<file path="src/rtl/bot_permutation_filter_pkg.sv">
// Shared constants and the block-index permutation helper
// for the bot permutation filter.
package bot_permutation_filter_pkg;

  localparam int BOT_WIDTH  = 128;
  localparam int NUM_PERMS  = 6;
  localparam int NUM_BLOCKS = 8;
  localparam int BLOCK_W    = 16;

  localparam logic [2:0] PERM_ABC = 3'd5;
  localparam logic [2:0] PERM_ACB = 3'd4;
  localparam logic [2:0] PERM_BAC = 3'd3;
  localparam logic [2:0] PERM_BCA = 3'd2;
  localparam logic [2:0] PERM_CAB = 3'd1;
  localparam logic [2:0] PERM_CBA = 3'd0;

  typedef enum logic {
    ST_RUN   = 1'b0,
    ST_DRAIN = 1'b1
  } state_e;

  // Source block feeding output block idx = {a,b,c}
  function automatic logic [2:0] permute_block_index(
    input logic [2:0] perm,
    input logic [2:0] idx
  );
    logic       a;
    logic       b;
    logic       c;
    logic [2:0] r;
    {a, b, c} = idx;
    case (perm)
      PERM_ACB: r = {a, c, b};
      PERM_BAC: r = {b, a, c};
      PERM_BCA: r = {b, c, a};
      PERM_CAB: r = {c, a, b};
      PERM_CBA: r = {c, b, a};
      default:  r = idx;
    endcase
    return r;
  endfunction

endpackage

</file>
<file path="src/rtl/bot_permute_subset_check.sv">
// Per-block subset test of one permuted bot against top.
// blk_ok[j] = (perm(bot) block j & ~top block j) == 0.
module bot_permute_subset_check
  import bot_permutation_filter_pkg::*;
#(
  parameter logic [2:0] PERM = PERM_ABC
) (
  input  logic [BOT_WIDTH-1:0]  bot,
  input  logic [BOT_WIDTH-1:0]  top,
  output logic [NUM_BLOCKS-1:0] blk_ok
);

  always_comb begin
    blk_ok = '0;
    for (int j = 0; j < NUM_BLOCKS; j++) begin
      blk_ok[j] = ~|(
        bot[{permute_block_index(PERM, 3'(j)), 4'b0000} +: BLOCK_W]
        & ~top[j*BLOCK_W +: BLOCK_W]);
    end
  end

endmodule

</file>
<file path="src/rtl/bot_permutation_filter.sv">
// Three-stage bot filter: checks each bot against top under six
// variable permutations and throttles intake from FIFO fill level.
module bot_permutation_filter
  import bot_permutation_filter_pkg::*;
#(
  parameter int EXTRA_DATA_WIDTH = 12,
  parameter int FIFO_LIMIT       = 26
) (
  input  logic                        clk,
  input  logic                        rst,
  input  logic [BOT_WIDTH-1:0]        topIn,
  input  logic                        loadTop,
  input  logic [BOT_WIDTH-1:0]        botIn,
  input  logic                        botInValid,
  input  logic [EXTRA_DATA_WIDTH-1:0] extraDataIn,
  output logic                        botInReady,
  input  logic [4:0]                  fifoFullness,
  output logic [BOT_WIDTH-1:0]        bot,
  output logic                        anyBotPermutIsValid,
  output logic [NUM_PERMS-1:0]        validBotPermutesOut,
  output logic [EXTRA_DATA_WIDTH-1:0] extraDataOut,
  output logic [31:0]                 botsAccepted,
  output logic [31:0]                 botsDropped
);

  localparam int EW = EXTRA_DATA_WIDTH;

  typedef logic [NUM_PERMS-1:0][NUM_BLOCKS-1:0] flags_t;

  state_e               state_q, state_d;
  logic [BOT_WIDTH-1:0] top_q, top_d;
  logic [BOT_WIDTH-1:0] hold_q, hold_d;
  logic                 v1_q, v1_d, v2_q, v2_d, v3_q, v3_d;
  logic [BOT_WIDTH-1:0] bot1_q, bot1_d, bot2_q, bot2_d;
  logic [BOT_WIDTH-1:0] bot3_q, bot3_d;
  logic [EW-1:0]        ext1_q, ext1_d, ext2_q, ext2_d;
  logic [EW-1:0]        ext3_q, ext3_d;
  flags_t               flags_c, flags2_q, flags2_d;
  logic [NUM_PERMS-1:0] mask_c, mask3_q, mask3_d;
  logic                 any3_q, any3_d;
  logic [31:0]          acc_q, acc_d, drop_q, drop_d;
  logic [1:0]           occ;
  logic                 fits;
  logic                 accept;

  assign occ  = 2'(v1_q) + 2'(v2_q) + 2'(v3_q);
  assign fits = ({1'b0, fifoFullness} + {4'b0000, occ})
                <= 6'(FIFO_LIMIT);

  // Reset term keeps ready low while rst is held
  assign botInReady = rst & (state_q == ST_RUN) & ~loadTop & fits;
  assign accept     = botInValid & botInReady;

  for (genvar p = 0; p < NUM_PERMS; p++) begin : g_perm
    bot_permute_subset_check #(
      .PERM(3'(p))
    ) u_chk (
      .bot   (bot1_q),
      .top   (top_q),
      .blk_ok(flags_c[p])
    );
  end

  always_comb begin
    state_d = state_q;
    top_d   = top_q;
    hold_d  = hold_q;
    unique case (state_q)
      ST_RUN: begin
        if (loadTop) begin
          if (occ == 2'd0) begin
            top_d = topIn;
          end else begin
            hold_d  = topIn;
            state_d = ST_DRAIN;
          end
        end
      end
      ST_DRAIN: begin
        if (loadTop) hold_d = topIn;
        if (occ == 2'd0) begin
          top_d   = hold_d;
          state_d = ST_RUN;
        end
      end
      default: state_d = ST_RUN;
    endcase
  end

  always_comb begin
    mask_c = '0;
    for (int p = 0; p < NUM_PERMS; p++) begin
      mask_c[p] = &flags2_q[p];
    end
    v1_d     = accept;
    bot1_d   = accept ? botIn : bot1_q;
    ext1_d   = accept ? extraDataIn : ext1_q;
    v2_d     = v1_q;
    bot2_d   = v1_q ? bot1_q : bot2_q;
    ext2_d   = v1_q ? ext1_q : ext2_q;
    flags2_d = v1_q ? flags_c : flags2_q;
    v3_d     = v2_q;
    bot3_d   = v2_q ? bot2_q : bot3_q;
    ext3_d   = v2_q ? ext2_q : ext3_q;
    mask3_d  = v2_q ? mask_c : mask3_q;
    any3_d   = v2_q & |mask_c;
    acc_d    = acc_q + 32'(v2_q);
    drop_d   = drop_q + 32'(v2_q & ~|mask_c);
  end

  always_ff @(posedge clk or negedge rst) begin
    if (!rst) begin
      state_q  <= ST_RUN;
      top_q    <= '0;
      hold_q   <= '0;
      v1_q     <= 1'b0;
      v2_q     <= 1'b0;
      v3_q     <= 1'b0;
      bot1_q   <= '0;
      bot2_q   <= '0;
      bot3_q   <= '0;
      ext1_q   <= '0;
      ext2_q   <= '0;
      ext3_q   <= '0;
      flags2_q <= '0;
      mask3_q  <= '0;
      any3_q   <= 1'b0;
      acc_q    <= '0;
      drop_q   <= '0;
    end else begin
      state_q  <= state_d;
      top_q    <= top_d;
      hold_q   <= hold_d;
      v1_q     <= v1_d;
      v2_q     <= v2_d;
      v3_q     <= v3_d;
      bot1_q   <= bot1_d;
      bot2_q   <= bot2_d;
      bot3_q   <= bot3_d;
      ext1_q   <= ext1_d;
      ext2_q   <= ext2_d;
      ext3_q   <= ext3_d;
      flags2_q <= flags2_d;
      mask3_q  <= mask3_d;
      any3_q   <= any3_d;
      acc_q    <= acc_d;
      drop_q   <= drop_d;
    end
  end

  assign bot                 = bot3_q;
  assign extraDataOut        = ext3_q;
  assign validBotPermutesOut = mask3_q;
  assign anyBotPermutIsValid = any3_q;
  assign botsAccepted        = acc_q;
  assign botsDropped         = drop_q;

endmodule
</file>
<file path="config.mk">
export PLATFORM = sky130hd
export DESIGN_NAME = bot_permutation_filter
export DESIGN_NICKNAME = d
export VERILOG_FILES = /design/src/rtl/bot_permutation_filter_pkg.sv /design/src/rtl/bot_permute_subset_check.sv /design/src/rtl/bot_permutation_filter.sv
export SDC_FILE = /design/constraint.sdc
export NUM_CORES = 1
export LEC_CHECK = 0
export CORE_MARGIN = 3
export CORE_UTILIZATION = 59
export DETAILED_ROUTE_END_ITERATION = 6
export PLACE_DENSITY = 0.86
export SYNTH_ARGS = -nofsm -noshare
export SYNTH_HDL_FRONTEND = slang
export SYNTH_SLANG_ARGS = --single-unit
</file>
<file path="constraint.sdc">
create_clock -name clk -period 5.2 [get_ports clk]
set_clock_uncertainty 0.1 [all_clocks]
set_input_delay 1.56 -clock clk [delete_from_list [all_inputs] [get_ports clk]]
set_output_delay 1.56 -clock clk [all_outputs]
set_load 0.02 [all_outputs]
</file>
## Yosys cells after proc, flatten, opt, wreduce, memory -nomap -nowiden

Cells that the tools add are included.

| word-level totals | value |
|---|---|
| register bits after elaboration | 799 |
| input port bits | 277 |
| output and inout bits | 212 |
| word-level logic and storage cells | 130 |

| operators by class | value |
|---|---|
| $add $sub $neg | 5 |
| order comparisons | 1 |
| eq/ne operators | 4 |
| muxes and demuxes | 11 |
| bitwise logic cells | 36 |
| reduce and logical (&&, ||, !) cells | 51 |

Operator list:

| operator | count |
|---|---|
| $mux W128 | 6 |
| $pmux W128 S2 | 2 |
| $and A16 B16 Y16 | 20 |
| $reduce_or A16 Y1 | 20 |
| $not A16 Y16 | 8 |
| $add A32 B1 Y32 | 2 |
| $reduce_and A8 Y1 | 6 |
| $logic_not A1 Y1 | 21 |
| $add A5 B2 Y6 | 1 |
| $and A1 B1 Y1 | 6 |
| $le A6 B5 Y1 const B | 1 |
| $reduce_or A6 Y1 | 1 |
| $ne A2 B1 Y1 const B | 2 |
| $ne A2 B2 Y1 const B | 2 |
| $reduce_and A3 Y1 | 1 |
| $add A1 B1 Y2 | 1 |
| $add A2 B1 Y2 | 1 |
| $logic_not A2 Y1 | 1 |
| $mux W1 | 2 |
| $not A1 Y1 | 2 |
| $pmux W1 S2 | 1 |
| $reduce_and A2 Y1 | 1 |

## Depth between registers and ports, before layout

| logic depth | value |
|---|---|
| depth after elaboration | 6 |
| gate-level depth with buffers | 10 |

## By module

From an unflattened synthesis, not the netlist that was laid out.

| unflattened totals | value |
|---|---|
| cells, all modules | 3,136 |
| area, all modules | 38,365.5 um^2 |

By module, submodules not included:

| module | instances | cells each | area each (um^2) |
|---|---|---|---|
| bot_permutation_filter | 1 | 2,128 | 31,759.2 |
| bot_permute_subset_check | 6 | 168 | 1,101.1 |

## Least setup slack after synthesis

Ideal clock, no wire load.

| timing | value |
|---|---|
| path kind | input to output |
| start point | in fifoFullness[0] |
| end point | out botInReady |
| data arrival time | 2.886 ns |
| required time | 3.540 ns |
| setup slack | 0.654 ns |
| stages | 6 |
| path buffers | 0 |
| cells stage by stage | ha_1 > inv_1 > fa_1 > nor4bb_1 > a41o_1 > a31oi_1 |

| between the ends | value |
|---|---|
| cells in the longest elaborated chain, start to end | 3 |

RTL lines:

| what | line | source |
|---|---|---|
| start, declared | bot_permutation_filter.sv:17 | `input logic [4:0] fifoFullness,` |
| $add A5 B2 Y6 | bot_permutation_filter.sv:47 | `assign fits = ({1'b0, fifoFullness} + {4'b0000, occ})` |
| $le A6 B5 Y1 | bot_permutation_filter.sv:48 | `<= 6'(FIFO_LIMIT);` |
| $and A1 B1 Y1 | bot_permutation_filter.sv:51 | `assign botInReady = rst & (state_q == ST_RUN) & ~loadTop & fits;` |
| end, declared | bot_permutation_filter.sv:16 | `output logic botInReady,` |

No other way between the ends.

## Final worst setup path

| timing | value |
|---|---|
| start point | in fifoFullness[1] |
| end point | out botInReady |

Same word-level chain as after synthesis.

==> impl_results.md <==
* Rel. slew slack at 33.5%
* Post-route clock period utilization at 96.6%
* Post-synthesis to final-layout area growth at 26.6%
* Num CTS Buffers at 79
* Area after detailed placement at 0.0389 sq mm
* Clock insertion delay at the later pin of the skew report at 0.63 ns
* Final count of hold timing violations at 0
* Number of antenna-violating nets in the routed design at 0
* Placeable core region at 0.0553 sq mm
* Relative contribution of sequential cells to total power at 45.2%
* Count of input and output buffers at 488
* Run status: complete, no violations
* Worst-path cell with the longest stage delay: sky130_fd_sc_hd__fa_2
* Clock Tree Buf Depth at 3
* Most frequent standard cell in the layout excluding fill and tap cells: sky130_fd_sc_hd__dfrtp_1
* Static leakage at 18.7 nW
* Fraction of registers with async set or reset after synthesis at 100%
* Power per standard cell area at 527 mW/mm^2
* Critical Path Max Stage Delay at 0.50 ns
* Fraction of final layout cells with drive strength greater than 1 at 25.9%
* Count of state elements after synthesis at 771
* TritonCTS Sinks at 771
* Sort of element at the end of the critical path: primary output
* Final instance area at 0.0419 sq mm
* Leading cell types in the layout, fill and taps excluded: 769 x sky130_fd_sc_hd__dfrtp_1, 485 x sky130_fd_sc_hd__mux2_2, 485 x sky130_fd_sc_hd__clkdlybuf4s50_1, 242 x sky130_fd_sc_hd__nand2b_1, 144 x sky130_fd_sc_hd__nand2_1
* Pin count of the biggest net entering global routing at 181
* Vias per cell at 5.84
* Chip width at 243 microns
* Hold WS at 0.366 ns
* Starting DRT DRC Count at 1444
* Clk pwr share at 28.4%
* Actual slew at the worst max-slew pin at 0.994 ns
* Final critical path time including I/O delays and setup at 5.02 ns
* CTS tree: done
* Post-synth EDFFs at 0
* Comb power frac at 26.4%
* Initial antenna violation count at 14
* Total negative slack for setup checks at 0 ns
* Worst IR Drop VDD at 0.392 mV
* Post-CTS clock slew at the launch and capture registers of the worst setup and hold paths at 0.06 ns
* Leading register cell type out of synthesis: sky130_fd_sc_hd__dfrtp_1
* Seq/Total Area, Yosys at 58.3%
* Switching share of power at 31.1%
* Final-report max-slew violation count at 0
* CP Cell Sequence: clkdlybuf4s50_1 > inv_1 > fa_2 > nor4bb_4 > a41o_1 > a31oi_1 > buf_4
* Kind of critical path: primary input to primary output
* Root buffer selected by CTS: sky130_fd_sc_hd__clkbuf_16
* Share of cell area taken by muxes after synthesis at 24.5%
* Number of iterations in the first detailed-routing pass at 7
* Post-Synthesis Mean Instance Area at 13.5 sq um
* Combinational family with the most area after synthesis: multiplexers
* Endpoint required time on the critical path at 3.54 ns
* Number of maximum-capacitance violations at 0
* Fin nets at 3245
* Hold-fix buffers, CTS at 0
* Setup repair after global routing missed its margin: false
* Area fraction in compound gates after synthesis at 4.30%
* Detailed placement HPWL at 68.0 mm
* Deepest level of the CTS H-tree at 3
* Vias after detailed routing at 22074
* Num rows at 86
* Mapped Cells at 2452
* Xor and xnor area share after synthesis at 1.59%
* Startpoint type of the worst setup path: primary input
* Fraction of the mapped netlist area in adder cells at 0.348%
* Detail-routed net length per standard cell at 25.4 microns
* Maximum net fanout on the critical path at 2
* Syn nets at 2737
* Post-synthesis simple-gate area fraction at 8.79%
* Net Switching at 6.85 mW
* Total global routing track utilization at 32.6%
* Max Clock Freq at 0.199 GHz
* Detailed Route WL at 95.8 mm
* Number of top-level design ports at 489
* Die Outline Area at 0.0589 sq mm
* Starting density of the core at 59.8%
* Synthesis warning total at 0
* Data arrival time of the critical path at 3.36 ns
* Total power consumption of the routed design at 22.1 mW
* Power Internal at 15.2 mW
* Cell Area, Synth at 0.0331 sq mm
* Count of distinct cell types in the synthesized netlist at 41
* HP Class: flip-flop to flip-flop
* Chip height at 243 microns
* Final-report setup violation count at 0
* Gpl congestion at 0.916
* Count of unresolved DRC violations after routing at 0
* Remaining global-route overflow at 0
* Via count of the first global-routing pass at 23834
* First-pass GRT wire length at 147 mm
-- cells in the mapped netlist, drive strengths merged, types with 11 or more instances --
master	number	area, sq um
and3	11	71.3
buf	53	313
clkbuf	53	199
dfrtp	771	19300
inv	55	206
mux2	574	6800
mux2i	129	1290
nand2	144	541
nand2b	243	1520
nand3	25	125
nand4	30	203
nor2	22	82.6
nor3	13	65.1
nor4	27	175
o2111ai	80	701
o21ai	130	651
xnor2	41	359
xor2	19	166
-- final timing paths --
path	start	endpoint	slack, ns	depth (start not counted)
worst min-delay path	botsAccepted[31]	botsAccepted[31]	0.37	1
worst max register to register	v1_q	bot1_q[16]	1.43	10
min in group asynchronous	rst	botsAccepted[27]	1.04	2
max in group asynchronous	rst	extraDataOut[5]	1.79	4
worst min register to register	botsAccepted[31]	botsAccepted[31]	0.37	1
worst max-delay path	fifoFullness[1]	botInReady	0.18	7
-- kinds of logic after synthesis --
logic type / Yosys count
simple gates: 529
fa+ha+maj: 8
mux: 703
xor+xnor: 60
flops: 771
compound gates: 220
buf+inv: 161
-- registers in the layout, indices dropped and copies added (netlist names) --
| name | cells |
|---|---|
| ext1_q | 12 |
| flags2_q | 20 |
| top_q | 128 |
| bot1_q | 128 |
| ext2_q | 12 |
| v1_q | 1 |
| extraDataOut | 12 |
| botsAccepted | 32 |
| hold_q | 128 |
| v3_q | 1 |
| anyBotPermutIsValid | 1 |
| validBotPermutesOut | 6 |
| botsDropped | 32 |
| bot | 128 |
| v2_q | 1 |
| state_q | 1 |
| bot2_q | 128 |
-- area by class of cell --
class                   count  area, sq um
repair buffers            533         5380
flip-flops and latches    771        19300
multi-input cells        1520        13100
clock buffers             105         2370
well taps                 748          936
diodes                      5         12.5
fillers                  3453        13400
clock inverters            41          553
inverters                  55          206
-- metrics by stage --
stage	utilization [%]	setup slack, ns	std cells
after detailed placement	70.4	-0.386	3626
after global routing	75.7	0.0771	3775
after floorplan	-	0.654	2452
after CTS	75.6	0.0434	3772
final	75.7	0.179	3778
after global placement	70.4	-0.414	3626
-- power groups by stage --
stage | clock network (mW) | logic, mW | registers [mW]
2_1_floorplan | 0 | 2.86 | 9.89
3_3_place_gp | 0 | 5.59 | 9.83
4_1_cts | 6.33 | 5.88 | 9.93
3_5_place_dp | 0 | 5.80 | 9.97
5_1_grt | 6.57 | 6.23 | 10.2
6_report | 6.26 | 5.83 | 9.97
-- routing by layer --
metal / track usage (%) / up-vias / routed length [microns]
li1: - / 9716 / -
met2: 54.2 / 675 / 47100
met4: 8.95 / 18 / 2640
met3: 7.55 / 186 / 6210
met5: 0 / - / 126
met1: 43.4 / 11479 / 39700
-- what timing repair did --
action | in CTS | in global routing
gates resized for setup | 6 | 6
buffers inserted | 0 | 1
pin swaps | 1 | 3
setup endpoints to repair | 1 | 1
-- critical path: cells and delay by family --
family	cells	cell delay (ns)
and+or+nand+nor	1	0.31
buffers and inverters	3	0.74
adders and majority gates	1	0.50
AOI/OAI and AO/OA	2	0.25
No activity file was read; power rests on OpenSTA's default activity.
==> patch 1 (config.mk and constraints unchanged) <==
The package constant `NUM_BLOCKS` goes from 8 to 16.
--- a/src/rtl/bot_permutation_filter_pkg.sv
+++ b/src/rtl/bot_permutation_filter_pkg.sv
@@ -6,3 +6,3 @@
   localparam int NUM_PERMS  = 6;
-  localparam int NUM_BLOCKS = 8;
+  localparam int NUM_BLOCKS = 16;
   localparam int BLOCK_W    = 16;
Check against the original RTL: not settled (the Yosys comparison gave no result); the edit may change what the design does.
==> patch 1 against the original RTL <==
  * First-iteration DRC count is 7.8% higher
  * Total power is 13% higher
  * Count of clock-buffer cells in the layout unchanged
  * Largest cell class unchanged
  * Non-clock buffer count decreased by 8
  * Synthesized area decreased by 0.91%
  * Register-to-register slack lost 0.38 ns
  * Highest routed layer unchanged
  * Cell area decreased by 1.3%
  * Worst hold slack improved by 0.0020 ns
  * Sequential cell count rose by 1
  * Critical path depth grew 2
  * Routed wire length fell by 2.8%
  * Critical path type is now register to primary output
  * Setup slack lost 0.0049 ns
==> patch 1: results (changes against the original RTL) <==
GR Layer Usage met1=42.34% (was 43.42%); area grow syn2layout=26.09% (was 26.63%); GRT met2 Usage=52.03% (was 54.17%); Post-DP HPWL=65050 µm (was 67980 µm); Worst Hold End=botsDropped[31] (was botsAccepted[31]); Layout clock area frac=6.665% (was 6.983%); Final nets=3235 (was 3245); Area contributors post-synth=dfrtp_1 (59%), mux2_2 (20%), nand2b_1 (4.6%) (was dfrtp_1 (58%), mux2_2 (17%), nand2b_1 (4.6%)); largest net degree at the start of global routing=257 (was 181); fraction of area in multi-input gates=30.95% (was 31.33%); sequential cell area share=46.77% (was 46.09%); antenna diode count=9 (was 5); Crit path max-delay family=adder cells (was buffers and inverters); Syn Inst Count=2458 (was 2452); CP peak stage delay=0.66 ns (was 0.50 ns); drt via density=5.837 (was 5.843); worst skew pair latency=0.61 ns (was 0.63 ns); Routed WL per cell=24.77 µm (was 25.36 µm); Area after DPL=38520 µm² (was 38910 µm²); multi-input logic cell count=1517 (was 1520); fin cells=3759 (was 3778); status=finished clean (unchanged); fraction of cell area in non-clock buffers=12.82% (was 12.84%); Comb power frac=30.6% (was 26.4%); Hold Path Origin=botsDropped[31] (was botsAccepted[31]); pre-CTS setup slack=-0.4752 ns (was -0.3857 ns); Met2 Wirelength=44900 µm (was 47110 µm); Peak supply drop=537.8 µV (was 391.7 µV); R2R depth=9 (was 10); Crit Path Max Fanout=3 (was 2); met3 Usage GRT=7.954% (was 7.545%); part of the power in the clock network=23.9% (was 28.4%); Slew @ Worst Pin=1.305 ns (was 0.9939 ns); Non-CTS buffers=525 (was 533); number of global-route vias before repair=23480 (was 23830); met1 wire length=38160 µm (was 39730 µm); CP max stage cell=fa_1 (was fa_2); Synth Net Count=2743 (was 2737); worst reg2reg endpoint=bot1_q[95] (was bot1_q[16]); Sequential Area=19330 µm² (was 19300 µm²); first-pass GRT wire length=143100 µm (was 147300 µm); CP Data Arrival Time=3.37 ns (was 3.36 ns); Clock Sinks=772 (was 771); share of layout cells above drive strength 1=25.31% (was 25.85%); metal3 WL=7193 µm (was 6207 µm); top routing layer used=met5 (unchanged); GPL Wtd Cong=0.9463 (was 0.9158); combinational logic power=7640 µW (was 5830 µW); DR iter-0 viols=1557 (was 1444); reg-to-reg setup timing slack=1.05 ns (was 1.43 ns); Fill cells=3289 (was 3453)
-- patch 1: logic make-up (layout without fill, tap and decap cells) --
family / Yosys count / count (layout) / synth area share, %
xor gates and xnor gates: 60 / 60 / 1.604
adders and majority gates: 8 / 8 / 0.3513
buffers and inverters: 169 / 722 / 2.203
and+or+nand+nor: 526 / 526 / 8.897
other: 0 / 9 / 0
DFF: 772 / 772 / 58.96
AOI/OAI and AO/OA: 225 / 225 / 4.494
muxes: 698 / 698 / 23.49
-- patch 1: worst max-delay path by stage --
stage / start / end / slack (ns)
detailed placement: fifoFullness[0] / botInReady / -0.48
CTS: fifoFullness[0] / botInReady / 0.02
global placement: fifoFullness[0] / botInReady / -0.42
floorplan: fifoFullness[0] / botInReady / 0.70
finish: v1_q / botInReady / 0.17
global route: v1_q / botInReady / 0.03
==> patch 2 (same settings) <==
Without the edit above. Take the reset off `hold_q` and load it in a clocked block of its own.
--- a/src/rtl/bot_permutation_filter.sv
+++ b/src/rtl/bot_permutation_filter.sv
@@ -114,3 +114,2 @@
       top_q    <= '0;
-      hold_q   <= '0;
       v1_q     <= 1'b0;
@@ -132,3 +131,2 @@
       top_q    <= top_d;
-      hold_q   <= hold_d;
       v1_q     <= v1_d;
@@ -150,2 +148,6 @@
 
+  always_ff @(posedge clk) begin
+    hold_q <= hold_d;
+  end
+
   assign bot                 = bot3_q;
Behaviour: same outputs for any inputs over 4 cycles, from zero or initial values and one cycle with rst low; that may be too few to reach the edited logic, so the function may still have changed.
==> patch 2 against the original RTL <==
  * Combinational power is 8.7% lower
  * Total power shrank 5.7%
  * Sequential cell count is the same
  * Cell count is 8.5% lower
  * Synthesized area down 2.4%
  * Cell area is 2.8% lower
  * Setup slack worse by 0.017 ns
  * Routed wire length decreased by 8.9%
==> patch 2: results (changes against the original RTL) <==
DR iter-0 viols=1283 (was 1444); sequential fraction of the synthesis area=61.77% (was 58.34%); CTS Root Cell=clkbuf_16 (unchanged); Area contributors post-synth=dfrtp_1 (50%), mux2_2 (21%), edfxtp_1 (12%) (was dfrtp_1 (58%), mux2_2 (17%), nand2b_1 (4.6%)); CP max stage cell=fa_1 (was fa_2); CTS clk-pin slew, worst paths=0.06 ns (about the same); initial antenna violation count=23 (was 14); Final Critical Period=5.039 ns (was 5.021 ns); GRT Total Usage=30.52% (was 32.57%); GPL Wtd Cong=0.9407 (was 0.9158); reg-to-reg setup timing slack=1.07 ns (was 1.43 ns); Peak supply drop=413.2 µV (was 391.7 µV); Crit Path Max Fanout=2 (unchanged); drt via density=5.863 (was 5.843); worst skew pair latency=0.62 ns; largest net degree at the start of global routing=166 (was 181); CP Data Arrival Time=3.38 ns (was 3.36 ns); TritonCTS Buffers=77 (was 79); IO Port Bufs=488 (unchanged); Max Root-Sink Buffers=3 (unchanged); Slew headroom=29.74% (was 33.49%); number of global-route vias before repair=21780 (was 23830); Post-DP HPWL=62130 µm (was 67980 µm); warning count from the yosys run=0 (unchanged); most common library cells after synthesis=dfrtp_1 (643), mux2_2 (609), nand2b_1 (242) (was dfrtp_1 (771), mux2_2 (485), nand2b_1 (243)); Crit path max-delay family=adder cells (was buffers and inverters); Post-synth EDFFs=128 (was 0); total wire length=87280 µm (was 95810 µm); status=finished clean (unchanged); pre-CTS setup slack=-0.4451 ns (was -0.3857 ns); Final nets=2963 (was 3245); Synth Net Count=2452 (was 2737); P_leak=0.01677 µW (was 0.01874 µW); Unique masters post-synth=43 (was 41); fraction of power spent switching nets=30.19% (was 31.06%); Area after DPL=37920 µm² (was 38910 µm²); first-pass GRT wire length=133200 µm (was 147300 µm); share of layout cells above drive strength 1=28.29% (was 25.85%); H-tree levels=3 (unchanged); drt pass-1 iters=5 (was 7); Post-synth ARST share=83.40% (was 100.0%); CP peak stage delay=0.42 ns (was 0.50 ns); worst hold path class=register to register (unchanged)
## patch 2: layer usage
| metal | global-route usage (%) | vias up | part of all wire (%) |
|---|---|---|---|
| li1 | - | 8876 | - |
| met1 | 39.17 | 10480 | 40 |
| met2 | 50.57 | 695 | 50 |
| met3 | 6.745 | 207 | 6.1 |
| met4 | 13.15 | 10 | 4.5 |
| met5 | 0 | - | 0.079 |
## patch 2: area by class of cell
type | instances | area [µm²]
tap | 696 | 870.8
sequential | 771 | 19940
timing repair buffer | 515 | 5204
antenna | 18 | 45.04
fill | 3233 | 13220
clock buffer | 117 | 2354
inverter | 60 | 225.2
multi-input combinational | 1253 | 11710
clock inverter | 27 | 349.1
## patch 2: timing repair
item,CTS,global route
setup endpoints to repair,1,0
gates resized for setup,11,0
setup buffers,3,0
## patch 2: logic make-up (layout without fill, tap and decap cells)
group	Yosys count	after routing	synth area share [%]
simple gates	391	391	7.265
fa+ha+maj	8	8	0.3567
mux	699	699	24.39
compound gates	95	95	2.535
flops	771	771	61.77
xor+xnor	60	60	1.628
other cells	0	18	0
buf+inv	143	719	2.063
## patch 2: path summary, 6_finish.rpt
| check | startpoint | endpoint | cells after the start |
|---|---|---|---|
| max | fifoFullness[0] | botInReady | 9 |
| min | botsAccepted[31] | botsAccepted[31] | 1 |
| max reg2reg | v2_q | botsAccepted[18] | 8 |
| max in group asynchronous | rst | bot2_q[85] | 4 |
| min in group asynchronous | rst | botsDropped[15] | 2 |
| min reg2reg | botsAccepted[31] | botsAccepted[31] | 1 |
## patch 2: metrics by stage
stage	hold WS (ns)	power (µW)	instances	setup TNS (ns)	util, %
after global placement	0.3577	14760	3292	-0.3815	70.33
after global routing	0.3816	21710	3456	0	75.48
after CTS	0.3736	20930	3439	0	75.40
final	0.3679	20810	3457	0	75.49
after floorplan	0.3089	12200	2167	0	-
after detailed placement	0.3635	15030	3292	-0.4451	70.33
## patch 2: power by group through the flow
stage | Sequential (µW) | Clock (µW) | Combinational [µW]
global route | 9870 | 6160 | 5680
floorplan | 9730 | 0 | 2470
global placement | 9620 | 0 | 5150
finish | 9660 | 5830 | 5320
detailed placement | 9720 | 0 | 5300
CTS | 9650 | 5910 | 5370
